**config.mk**
```make
export PLATFORM = sky130hd
export DESIGN_NAME = pc_fetch_flat
export DESIGN_NICKNAME = d
export VERILOG_FILES = /design/src/rtl/pc_fetch_pkg.sv /design/src/rtl/pc_fetch_if.sv /design/src/rtl/pc_next_mux.sv /design/src/rtl/pc_fetch.sv /design/src/flat_wrapper.sv
export SDC_FILE = /design/constraint.sdc
export NUM_CORES = 1
export LEC_CHECK = 0
export ABC_AREA = 1
export CAP_MARGIN = 10
export CORE_ASPECT_RATIO = 0.6
export CORE_MARGIN = 2
export CORE_UTILIZATION = 31
export CTS_CLUSTER_DIAMETER = 60
export DETAILED_ROUTE_END_ITERATION = 8
export SYNTH_ARGS = -nofsm -noshare
export SYNTH_HDL_FRONTEND = slang
export SYNTH_SLANG_ARGS = --single-unit
```
**constraint.sdc**
```tcl
create_clock -name clk -period 4.97 [get_ports clk]
set_input_delay 0.497 -clock clk [delete_from_list [all_inputs] [get_ports clk]]
set_output_delay 0.497 -clock clk [all_outputs]
set_load 0.01 [all_outputs]
```
**src/rtl/pc_fetch_pkg.sv**
```systemverilog
// Shared constants and types for the PC / instruction-fetch stage.
// Optional feature macro: PC_IRQ_SYNC_EN (see pc_fetch.sv).
package pc_fetch_pkg;

    localparam logic [31:0] RESET_VEC_DEF = 32'h8000_0000;
    localparam logic [31:0] ILLOP_VEC_DEF = 32'h8000_0004;
    localparam logic [31:0] XADR_VEC_DEF  = 32'h8000_0008;

    localparam logic [2:0] PCSEL_PC4   = 3'd0;
    localparam logic [2:0] PCSEL_BR    = 3'd1;
    localparam logic [2:0] PCSEL_JT    = 3'd2;
    localparam logic [2:0] PCSEL_ILLOP = 3'd3;
    localparam logic [2:0] PCSEL_XADR  = 3'd4;

    typedef enum logic [1:0] {
        S_IDLE  = 2'd0,
        S_REQ   = 2'd1,
        S_VALID = 2'd2
    } fetch_state_e;

    function automatic logic [31:0] word_addr(input logic [31:0] p);
        return {1'b0, p[30:2], 2'b00};
    endfunction

endpackage

```
**src/rtl/pc_fetch_if.sv**
```systemverilog
// Instruction-memory req/ack port between the fetch stage and memory.
// The fetch stage is the master.
interface pc_fetch_if;

    logic        req;
    logic [31:0] addr;
    logic        ack;
    logic [31:0] rdata;

    modport master (
        output req,
        output addr,
        input  ack,
        input  rdata
    );

    modport slave (
        input  req,
        input  addr,
        output ack,
        output rdata
    );

endinterface

```
**src/rtl/pc_next_mux.sv**
```systemverilog
// Combinational next-PC selection for the fetch stage.
// Supervisor bit pc[31] is preserved by sequential/branch targets.
module pc_next_mux
    import pc_fetch_pkg::*;
#(
    parameter logic [31:0] ILLOP_VEC = ILLOP_VEC_DEF,
    parameter logic [31:0] XADR_VEC  = XADR_VEC_DEF
) (
    input  logic [31:0] pc,
    input  logic [2:0]  pcsel,
    input  logic [15:0] lit,
    input  logic [31:0] jt,
    output logic [31:0] next_pc
);

    logic [30:0] seq;
    logic [30:0] off;
    logic        unused_bits;

    assign seq = pc[30:0] + 31'd4;
    assign off = {{13{lit[15]}}, lit, 2'b00};
    assign unused_bits = ^{pc[1:0], jt[1:0]};

    always_comb begin
        next_pc = ILLOP_VEC;
        case (pcsel)
            PCSEL_PC4:  next_pc = {pc[31], seq};
            PCSEL_BR:   next_pc = {pc[31], seq + off};
            // a jump may drop supervisor mode but never enter it
            PCSEL_JT:   next_pc = {pc[31] & jt[31], jt[30:2], 2'b00};
            PCSEL_XADR: next_pc = XADR_VEC;
            default:    next_pc = ILLOP_VEC;
        endcase
    end

endmodule

```
**src/rtl/pc_fetch.sv**
```systemverilog
// Program counter, fetch FSM, instruction register and interrupt latch.
// Define PC_IRQ_SYNC_EN to pass irq_in through a 2-flop synchronizer.
module pc_fetch
    import pc_fetch_pkg::*;
#(
    parameter logic [31:0] RESET_VEC = RESET_VEC_DEF,
    parameter logic [31:0] ILLOP_VEC = ILLOP_VEC_DEF,
    parameter logic [31:0] XADR_VEC  = XADR_VEC_DEF
) (
    input  logic         clk,
    input  logic         reset_n,
    input  logic [2:0]   pcsel,
    input  logic [15:0]  lit,
    input  logic [31:0]  jt,
    input  logic         pc_en,
    input  logic         irq_in,
    pc_fetch_if.master   imem,
    output logic [31:0]  instr,
    output logic         instr_valid,
    output logic [31:0]  pc,
    output logic [31:0]  pc_plus4,
    output logic         irq
);

    fetch_state_e state;
    fetch_state_e state_nxt;
    logic [31:0]  next_pc;
    logic         take;
    logic         irq_s;
    logic         irq_lat;

    pc_next_mux #(
        .ILLOP_VEC (ILLOP_VEC),
        .XADR_VEC  (XADR_VEC)
    ) u_mux (
        .pc      (pc),
        .pcsel   (pcsel),
        .lit     (lit),
        .jt      (jt),
        .next_pc (next_pc)
    );

    assign take = (state == S_VALID) & pc_en;

    always_ff @(posedge clk or negedge reset_n) begin
        if (!reset_n) state <= S_IDLE;
        else          state <= state_nxt;
    end

    always_comb begin
        state_nxt = state;
        unique case (state)
            S_IDLE:  state_nxt = S_REQ;
            S_REQ:   if (imem.ack) state_nxt = S_VALID;
            S_VALID: if (pc_en) state_nxt = S_REQ;
            default: state_nxt = S_IDLE;
        endcase
    end

    always_ff @(posedge clk or negedge reset_n) begin
        if (!reset_n) begin
            pc    <= RESET_VEC;
            instr <= 32'h0;
        end else begin
            if (take) pc <= next_pc;
            if (state == S_REQ && imem.ack) instr <= imem.rdata;
        end
    end

`ifdef PC_IRQ_SYNC_EN
    logic [1:0] sync;
    always_ff @(posedge clk or negedge reset_n) begin
        if (!reset_n) sync <= 2'b00;
        else          sync <= {sync[0], irq_in};
    end
    assign irq_s = sync[1];
`else
    assign irq_s = irq_in;
`endif

    // a fresh interrupt beats the clear from an XADR retire
    always_ff @(posedge clk or negedge reset_n) begin
        if (!reset_n)                          irq_lat <= 1'b0;
        else if (irq_s)                        irq_lat <= 1'b1;
        else if (take && pcsel == PCSEL_XADR)  irq_lat <= 1'b0;
    end

    assign imem.req    = (state == S_REQ);
    assign imem.addr   = word_addr(pc);
    assign instr_valid = (state == S_VALID);
    assign pc_plus4    = {pc[31], pc[30:0] + 31'd4};
    assign irq         = irq_lat & instr_valid & ~pc[31];

endmodule

```
**src/flat_wrapper.sv**
```systemverilog
// flat-port wrapper written by rule: the top's interface ports become plain ports
module pc_fetch_flat import pc_fetch_pkg::*;
#(
    parameter logic [31:0] RESET_VEC = RESET_VEC_DEF,
    parameter logic [31:0] ILLOP_VEC = ILLOP_VEC_DEF,
    parameter logic [31:0] XADR_VEC  = XADR_VEC_DEF
)
  (clk, reset_n, pcsel, lit, jt, pc_en, irq_in, instr, instr_valid, pc, pc_plus4, irq, imem_req, imem_addr, imem_ack, imem_rdata);
  pc_fetch_if imem_i ();
  input  logic clk;
  input  logic reset_n;
  input  logic [2:0] pcsel;
  input  logic [15:0] lit;
  input  logic [31:0] jt;
  input  logic pc_en;
  input  logic irq_in;
  output logic [31:0] instr;
  output logic instr_valid;
  output logic [31:0] pc;
  output logic [31:0] pc_plus4;
  output logic irq;
  output wire logic [$bits(imem_i.req)-1:0] imem_req;
  output wire logic [$bits(imem_i.addr)-1:0] imem_addr;
  input wire logic [$bits(imem_i.ack)-1:0] imem_ack;
  input wire logic [$bits(imem_i.rdata)-1:0] imem_rdata;
  assign imem_req = imem_i.req;
  assign imem_addr = imem_i.addr;
  assign imem_i.ack = imem_ack;
  assign imem_i.rdata = imem_rdata;
  pc_fetch #(.RESET_VEC(RESET_VEC), .ILLOP_VEC(ILLOP_VEC), .XADR_VEC(XADR_VEC)) u_core (.clk(clk), .reset_n(reset_n), .pcsel(pcsel), .lit(lit), .jt(jt), .pc_en(pc_en), .irq_in(irq_in), .imem(imem_i), .instr(instr), .instr_valid(instr_valid), .pc(pc), .pc_plus4(pc_plus4), .irq(irq));
endmodule
```
; ---- After elaboration in Yosys (flattened, before gate mapping)
; Cells that the tools add are included.
[totals]
ff_bits = 67
word_cells = 34
[op_classes]
n_eq_ne = 7
n_reduce_logical = 7
addsub = 2
n_mux = 6
bitwise_logic = 7
[ops]
columns = operator, count
row1 = one-hot mux 32 bit (4 select lines), 1
row2 = "adder 31 x 3 -> 31 bit, second input constant", 1
row3 = adder 31 bit, 1
row4 = one-hot mux 2 bit (3 select lines), 1
row5 = bitwise AND 1 bit, 4
row6 = 2-to-1 mux 2 bit, 2
row7 = "equality test 3 x 1 -> 1 bit, second input constant", 1
row8 = "equality test 3 x 2 -> 1 bit, second input constant", 1
row9 = "equality test 3 bit, second input constant", 1
row10 = logical NOT 3 bit, 1
row11 = NOT 1 bit, 3
row12 = AND reduction 3 bit, 1
row13 = "equality test 2 x 1 -> 1 bit, second input constant", 1
row14 = "equality test 2 bit, second input constant", 1
row15 = logical AND 1 bit, 2
row16 = logical NOT 2 bit, 1
row17 = 2-to-1 mux 1 bit, 2
row18 = "!= test 2 x 1 -> 1 bit, second input constant", 1
row19 = "!= test 2 bit, second input constant", 1
row20 = AND reduction 2 bit, 1
row21 = nonzero test 2 bit, 1

; ---- Depth between registers and ports, before layout
; Gate-level depths: netlist of run 1.
[logic_depth]
depth_word = 5
ltp_mapped = 23
mapped_depth_nobuf = 23

; ---- Hierarchy
; A second synthesis of run 1 with hierarchy kept.
[hier_totals]
hier_cells = 1237
area_unflattened_um2 = 7332.0
[modules_own_cells]
columns = mod, seq_area_each_um2, area_each_um2, cells_per_inst, instances
row1 = pc_next_mux, 0.0, 3698.5, 754, 1
row2 = pc_fetch, 1677.9, 3633.5, 483, 1

; ---- Worst setup path after synthesis of run 1
; OpenSTA, ideal clock, no wires.
[synth_timing]
kind = register -> register
start = register u_core.pc[2]
end = register u_core.pc[27]
stages_incl_launch_ff = 19
arrival_ps = 2675
required_time_ps = 4854
setup_slack_ps = 2178
synth_period_minus_slack_ps = 2792
path_buffers = 0
setup_ps = 116
cell_sequence = dfrtp_1 -> ha_1 -> nand2_1 -> nor2_4 -> nand2_4 -> nor2_4 -> nand3_1 -> xor2_1 -> ha_1 -> a21oi_1 -> o21ai_0 -> nand2_1 -> nand2_1 -> a21oi_1 -> nand3_1 -> nand3_1 -> nand2_1 -> nand2_1 -> nand2_1
[synth_between]
elab_chain_len = 3
[synth_lines]
columns = item, line
row1 = start: declaration, pc_fetch.sv:20  ; output logic [31:0] pc,
row2 = start signal: assignment, pc_fetch.sv:65  ; if (take) pc <= next_pc;
row3 = adder 31 x 3 -> 31 bit, n/a
row4 = named net pc_plus4[20], flat_wrapper.sv:20  ; output logic [31:0] pc_plus4;
row5 = adder 31 bit, pc_next_mux.sv:28  ; PCSEL_BR: next_pc = {pc[31], seq + off};
row6 = one-hot mux 32 bit (4 select lines), pc_next_mux.sv:26  ; case (pcsel)
; The timed path passes the listed nets, and every way through them passes these cells.
; A chain may end at the register's enable or synchronous reset.

; ---- Worst setup path in the final report of run 1
[layout_timing]
start = register u_core.pc[2]
end = register u_core.pc[26]
[layout_between]
elab_chain_len = 3
[layout_lines]
columns = item, line
row1 = adder 31 x 3 -> 31 bit *, pc_next_mux.sv:20  ; assign seq = pc[30:0] + 31'd4;
row2 = adder 31 bit, pc_next_mux.sv:28
row3 = one-hot mux 32 bit (4 select lines) *, pc_next_mux.sv:26
; Every way passes the cells marked *; elsewhere a longest branch is shown, timed or not.

==> impl.org, run 1 <==
** Die
- Starting density of the core :: 31.56%
- In this run the count of I/O pins placed on the die edge is 219.
- Cell row count :: 40
- The die covers 21580 µm².
- Chip height :: 114.6 µm
- Floorplan Core Area :: 20020 µm²
- The die is 188.3 µm wide.

** Timing
- Max Transition Viols Final :: 0
- In this run the tightest slew margin relative to its limit is 27.93%.
- Sum of negative setup slack :: 0 ps
- Dividing the final minimum period by the clock period gives 70.44%.
- After layout, the minimum clock period comes to 3501 ps.
- Maximum clock frequency :: 0.2856 GHz
- Number of hold violations in the final report :: 0
- Slew at the pin closest to its max-slew limit :: 1078 ps
- Unrepaired setup endpoints after global routing :: false
- Final-report setup violation count :: 0
- Setup slack on the critical path of the routed design comes to 1469 ps.
- The clock arrives with 12.36 ps of skew.

** Yosys
- Count of cell types in the netlist :: 44
- The synthesized design contains 0 enable-type register cells.
- Syn_area_per_cell :: 6.501 µm²
- Counting flops and latches in the post-synthesis netlist gives 65.
- Summing the sequential cell areas from Yosys gives 25.76% of the chip area.
- Synth Warn # :: 0
- Gate count after technology mapping :: 972
- sky130_fd_sc_hd__dfrtp_1 takes more of the synthesized area than any other cell.
- Share of the synthesized area in the top cell type :: 25.35%
- Top cell types by occurrence after synthesis :: sky130_fd_sc_hd__nand2_1, sky130_fd_sc_hd__inv_1, sky130_fd_sc_hd__nand3_1
- Flip-flop cell with the highest count after synthesis :: sky130_fd_sc_hd__dfrtp_1
- Share of synthesized flip-flops with an asynchronous set or reset :: 100.0%
- Cell Area, Synth :: 6319 µm²
- By instance count, the leading cell after synthesis is sky130_fd_sc_hd__nand2_1.
- Leading cell types by total area after synthesis :: sky130_fd_sc_hd__dfrtp_1, sky130_fd_sc_hd__nand2_1, sky130_fd_sc_hd__inv_1

** Finish
- In the final layout, the multi-input gates occupy 3875 µm².
- After the last flow step, the layout net total stands at 1272.
- Registers take 1628 µm².
- Ratio of cells with drive above 1 in the final layout :: 7.632%
- 0 antenna diodes ended up in the layout.
- Count of filler cells inserted in the layout :: 2119
- Cells fill 43.62% of the core in the end.
- Compared with the post-synthesis result, the final layout area differs by 38.20%.

** Setup path
- Critical path required time :: 5180 ps
- Maximum net fanout on the critical path :: 7
- Classification of the worst setup path :: reg2reg
- Startpoint type of the worst setup path :: register
- For the worst setup path, the data arrival time is 3710 ps.
- For the worst flop-to-flop path, the logic depth is 17.
- Setup crit end kind :: register

** Route
- The detailed router finished its first iteration with 622 violations.
- Total wire length after detailed routing :: 23490 µm
- Post-detailed-route wirelength per cell :: 16.47 µm
- The routed layout has 6830 vias.
- Final antenna-violating net count :: 0
- DRC violation count after routing :: 0
- The pre-antenna-repair detailed-routing pass consisted of 5 iterations.
- Vias per cell :: 4.790

** Status
- The run finished with clean final reports.

** Placement
- DP Worst Slack :: 1541 ps
- The congestion estimate from routability-driven global placement came to 0.9623.
- The HPWL after detailed placement is 19260 µm.
- In this run the tool buffered the top-level ports with 209 buffer cells.

** Worst hold path
- Worst hold path class :: in2async

** GRT
- In the global route stage, overall resource usage came out at 21.68%.
- Antenna violations before repair :: 0
- First-pass GRT wire length :: 35890 µm
- Maximum number of pins on one net before global-route repair :: 35
- Via count of the first global-routing pass :: 6341
- After global routing the overflow that remains totals 0.

** CTS
- Clock-pin slew was measured on the worst setup and hold paths at 60 ps.
- In this run, CTS created clock tree buffers numbering 9.
- Post-CTS repair changed the size of 0 cells.
- Once the clock tree was built, the setup fixing pass inserted 0 buffers.
- Clock tree synthesis found a total of 65 sinks.
- TritonCTS built the clock tree.
- Buffer cell driving the clock tree root :: sky130_fd_sc_hd__clkbuf_16
- For this design, the CTS-stage hold fixing added 0 buffers.
- CTS max path bufs :: 2
- Source-to-sink clock delay at the later pin of the worst-skew pair :: 340 ps
- H-Tree Level Count :: 3

** Power
- The worst-case IR drop observed on VDD is 0.2893 mV.
- Power spread over the standard cell area amounts to 541.4 nW/µm².
- The analysis attributes to cell leakage a power of 4.211 nW.

** Flow run
- Max-cap violations in this run came to 0.
-- area by class of cell --
cell class              instances  area share, %
inverters                     127          5.459
clock inverters                 7         0.8741
clock buffers                   9          2.579
multi-input cells             733          44.38
flip-flops and latches         65          18.64
repair buffers                212          24.16
well taps                     273          3.912
-- critical path, stage by stage (launching register included) --
cell and delay, ps:
sky130_fd_sc_hd__dfrtp_1 520, sky130_fd_sc_hd__ha_1 240, sky130_fd_sc_hd__nand2_1 90, sky130_fd_sc_hd__nor2_4 170
sky130_fd_sc_hd__nand2_4 130, sky130_fd_sc_hd__nor3_2 240, sky130_fd_sc_hd__xor2_1 460, sky130_fd_sc_hd__ha_1 280
sky130_fd_sc_hd__nand2_1 130, sky130_fd_sc_hd__nor2_1 240, sky130_fd_sc_hd__and2_1 220, sky130_fd_sc_hd__nand3_1 180
sky130_fd_sc_hd__nand3_1 130, sky130_fd_sc_hd__nand2_1 50, sky130_fd_sc_hd__nand3_1 100, sky130_fd_sc_hd__nand2_1 90
sky130_fd_sc_hd__nand2_1 60, sky130_fd_sc_hd__nand2_1 50
-- metrics by stage --
stage               power, mW  std cells  hold slack [ps]  cell area (µm²)
floorplan               2.713        978            201.4             6341
global placement        4.036       1410            464.2             8431
detailed placement      4.059       1410            469.1             8431
CTS                     4.739       1426            257.8             8732
global route            5.103       1426            290.5             8732
finish                  4.728       1426            232.4             8732
-- cell usage in the layout, fill, tap and decap left out, drive strengths merged, types with 30 or more instances in the layout --
cell type,count
inv,129
a21oi,34
nand2,359
nand3,83
nor2,81
mux2,32
ha,35
clkdlybuf4s50,208
dfrtp,64
o21ai,30
-- cells by family after synthesis --
family,count (synthesis),share of synthesized area (%)
xor+xnor,18,2.495
buf+inv,180,13.27
compound gates,82,7.307
mux,32,5.703
flops,65,25.76
simple gates,558,38.16
other cells,1,0.05935
fa+ha+maj,36,7.248
-- path summary, 6_finish.rpt --
| path | slack, ps | startpoint | to |
|---|---|---|---|
| worst max-delay path | 1470 | u_core.pc[2]$_DFFE_PN0P_ | u_core.pc[26]$_DFFE_PN0P_ |
| worst min-delay path | 230 | reset_n | u_core.pc[24]$_DFFE_PN0P_ |
| worst max register to register | 1470 | u_core.pc[2]$_DFFE_PN0P_ | u_core.pc[26]$_DFFE_PN0P_ |
| worst min register to register | 480 | u_core.irq_lat$_DFFE_PN0P_ | u_core.irq_lat$_DFFE_PN0P_ |
| max in group asynchronous | 3740 | reset_n | u_core.pc[31]$_DFFE_PN1P_ |
| min in group clk | 480 | u_core.irq_lat$_DFFE_PN0P_ | u_core.irq_lat$_DFFE_PN0P_ |
-- sequential cells by signal (all words and copies together) (netlist names) --
name,cells
u_core.instr,32
u_core.irq_lat,1
u_core.pc,30
u_core.state,2
-- report_power, final --
group          internal, mW  total, mW  switching, mW
Sequential            0.778       1.07          0.297
Combinational          1.43       3.01           1.58
Clock                 0.392      0.647          0.255
-- layer usage --
metal,GRT usage (%),vias up,wire length [µm]
met5,0,-,0
met4,2.917,0,221
met3,6.987,17,2513
met2,29.40,324,8921
met1,33.36,3103,11830
li1,-,3386,-
(Power assumes the default switching activity.)
==> inputs of run 2 (changes only) <==
==> constraint.sdc (replaced) <==
create_clock -name clk -period 3.4 [get_ports clk]
set_input_delay 0.34 -clock clk [delete_from_list [all_inputs] [get_ports clk]]
set_output_delay 0.34 -clock clk [all_outputs]
set_load 0.01 [all_outputs]
==> run 2 against run 1 <==
Effect of this change:
- critical path depth is 2 higher
- final area is 3.8% higher
- largest power group unchanged
- sequential power is 44% higher
- clock-buffer cell count is 2 higher
- first-iteration DRC count is 8.7% higher
- sequential cell count stayed put
- global-route usage is 0.45 points higher
==> impl.org, run 2 (synthesis results as in run 1) <==
** GRT
- For this run, the total global-route usage over all layers was measured as 22.13%.
- Gr ovfl total :: 0
- Antenna violations before repair :: 0
- Entering global routing, the biggest net connects 36 pins.
- The via count of the first global-routing pass was 6546.
- First-pass GRT wire length :: 36610 µm

** Finish
- Count of placed standard cells in the final layout, fillers left out :: 1453
- Most frequent standard cell in the layout excluding fill and tap cells :: sky130_fd_sc_hd__nand2_1
- Diode insertion count for antenna repair :: 0
- The filler cells instantiated in the layout total 2093.
- Ranked by flip-flop count, first place goes to u_core.instr.
- The area growth from synthesis to layout is 43.41%.
- Ratio of cells with drive above 1 in the final layout :: 11.19%
- Largest regs :: u_core.instr: 32 flops, u_core.pc: 30 flops, u_core.state: 2 flops
- The library cells used most frequently in the layout, excluding fill and tap cells, are sky130_fd_sc_hd__nand2_1, sky130_fd_sc_hd__clkdlybuf4s50_1, sky130_fd_sc_hd__inv_1, sky130_fd_sc_hd__nand3_1, sky130_fd_sc_hd__nor2_1.
- At the end of the flow, the number of nets in the layout was 1299.
- The register with the most flip-flops in the layout has 32 of them.

** Route
- After the first detailed-routing iteration, the DRC count stood at 676.
- DRC violation count after routing :: 0
- Once detail routing completed, the nets flagged for antenna violations numbered 0.
- Total wire length after detailed routing :: 23930 µm
- Total via count in the routed design :: 7052
- Using the TritonRoute via totals, the vias-per-cell ratio works out to 4.853.
- Before antenna repair, the detailed router went through 5 iterations.
- In the final routed layout, each cell accounts on average for 16.47 µm.

** Timing
- In the finished design, the share of the clock period the worst path needs comes to 96.92%.
- Setup violations remaining at the end of the flow were counted as 0.
- Post-layout min period :: 3295 ps
- Measured against its own limit, the worst slew margin works out to 38.71%.
- For the pin with the worst max-slew slack, the measured transition is 918.3 ps.
- Number of hold violations in the final report :: 0
- Maximum clock frequency :: 0.3035 GHz
- Setup repair after global routing could not meet its margin everywhere.
- The final-report max-slew violation count was 0.
- Clock skew on the completed layout was measured at 7.497 ps.
- After layout, the worst setup slack is 104.7 ps.

** Placement
- Counting tap cells, the placed design contains a total of 1434 instances.
- DP Worst Slack :: 201.2 ps
- Estimated wirelength of the detail-placed design :: 19410 µm
- Count of input and output buffers :: 209
- Routability Congestion :: 0.9257

** CTS
- Clock-pin slew was measured on the worst setup and hold paths at 60 ps.
- Counting every sink on the clock net gives 65.
- The later pin in the worst-skew pair is clocked with a latency of 340 ps.
- TritonCTS clock tree :: done
- The H-tree was split into 3 levels.
- Buffer cell driving the clock tree root :: sky130_fd_sc_hd__clkbuf_16
- CTS max path bufs :: 2
- In this run, CTS created clock tree buffers numbering 9.
- In this run, post-CTS hold repair placed 0 buffers.

** Die
- In this run the vertical extent of the chip is 114.6 µm.
- During I/O placement, the number of pins put on the boundary was 219.
- Floorplan Core Area :: 20020 µm²
- Horiz. Die Dim :: 188.3 µm
- The die covers 21580 µm².
- After floorplanning, the core was divided into 40 placement rows.
- Starting density of the core :: 31.56%

** Worst hold path
- Worst hold path class :: in2async

** Setup path
- STA classifies the critical path endpoint as a register.
- STA classifies the critical path startpoint as a register.
- Data arrival time of the critical path :: 3520 ps
- Classification of the worst setup path :: reg2reg
- Critical path required time :: 3620 ps
- Maximum net fanout on the critical path :: 6

** Power
- Summed over all cells, the static leakage comes to 4.383 nW.
- For this design the ratio of total power to cell area is 800.6 nW/µm².
- Worst supply voltage drop on vdd :: 0.3872 mV

** Status
- The run finished with clean final reports.

** Flow run
- Total of max-cap violations :: 0
[run 2: cell count changes in the layout (fill, tap and decap cells not counted), sizes merged]
cell      delta
buf         +27
bufinv       +2
clkbuf       +2
clkinvlp     -2
inv          -2
[run 2: power breakdown]
group	switching (mW)	internal (mW)	total, mW
registers	0.395	1.15	1.54
logic	2.41	2.22	4.63
clock network	0.365	0.717	1.08
[run 2: final cells by class]
cell class	instances	area, µm²	area share (%)
Multi-Input combinational cell	733	3933	43.40
Timing Repair Buffer	239	2337	25.79
Sequential cell	65	1637	18.06
Inverter	127	476.7	5.261
Tap cell	273	341.6	3.770
Clock buffer	11	232.7	2.568
Clock inverter	5	103.9	1.146
[run 2: what timing repair did]
item,4_1_cts,5_1_grt
setup buffers,0,3
setup endpoints to repair,0,14
gates resized for setup,0,20
[run 2: path summary, 6_finish.rpt]
| check | slack (ps) | depth (start not counted) | endpoint | startpoint |
|---|---|---|---|---|
| max | 100 | 19 | u_core.pc[26]$_DFFE_PN0P_ | u_core.pc[3]$_DFFE_PN0P_ |
| min | 110 | 1 | u_core.instr[6]$_DFFE_PN0P_ | reset_n |
| max reg2reg | 100 | 19 | u_core.pc[26]$_DFFE_PN0P_ | u_core.pc[3]$_DFFE_PN0P_ |
| min reg2reg | 480 | 1 | u_core.state[1]$_DFFE_PN0P_ | u_core.state[0]$_DFFE_PN0P_ |
| max in group asynchronous | 2550 | 2 | u_core.pc[31]$_DFFE_PN1P_ | reset_n |
| min in group clk | 480 | 1 | u_core.state[1]$_DFFE_PN0P_ | u_core.state[0]$_DFFE_PN0P_ |
[run 2: critical path: stages, from the launching register on]
cell	delay, ps
sky130_fd_sc_hd__dfrtp_1	360
sky130_fd_sc_hd__ha_1	180
sky130_fd_sc_hd__nand2_1	100
sky130_fd_sc_hd__nor2_4	170
sky130_fd_sc_hd__nand2_4	130
sky130_fd_sc_hd__nor2_4	150
sky130_fd_sc_hd__buf_4	140
sky130_fd_sc_hd__nand3_1	70
sky130_fd_sc_hd__xor2_1	190
sky130_fd_sc_hd__ha_1	380
sky130_fd_sc_hd__nand2_1	160
sky130_fd_sc_hd__nor2_1	230
sky130_fd_sc_hd__and2_1	220
sky130_fd_sc_hd__nand3_1	150
sky130_fd_sc_hd__nand3_1	120
sky130_fd_sc_hd__nand2_1	50
sky130_fd_sc_hd__nand3_1	140
sky130_fd_sc_hd__nand2_1	110
sky130_fd_sc_hd__nand2_1	70
sky130_fd_sc_hd__nand2_1	50
[run 2: metrics by stage]
step	utilization [%]	hold WS (ps)	setup TNS (ps)	total power, mW	cell area (µm²)
CTS	44.82	129.9	0	7.222	8972
global placement	43.14	465.5	0	6.066	8636
floorplan	-	44.41	0	3.966	6341
detailed placement	43.14	474.2	0	6.087	8636
global route	45.26	173.0	-529.6	7.821	9061
finish	45.26	106.4	0	7.255	9061
[run 2: routing by layer]
layer,vias to the layer above,wire length (µm),global-route usage (%)
li1,3444,-,-
met1,3260,11860,33.93
met2,328,9337,30.50
met3,20,2509,6.099
met4,0,227,4.010
met5,-,0,0
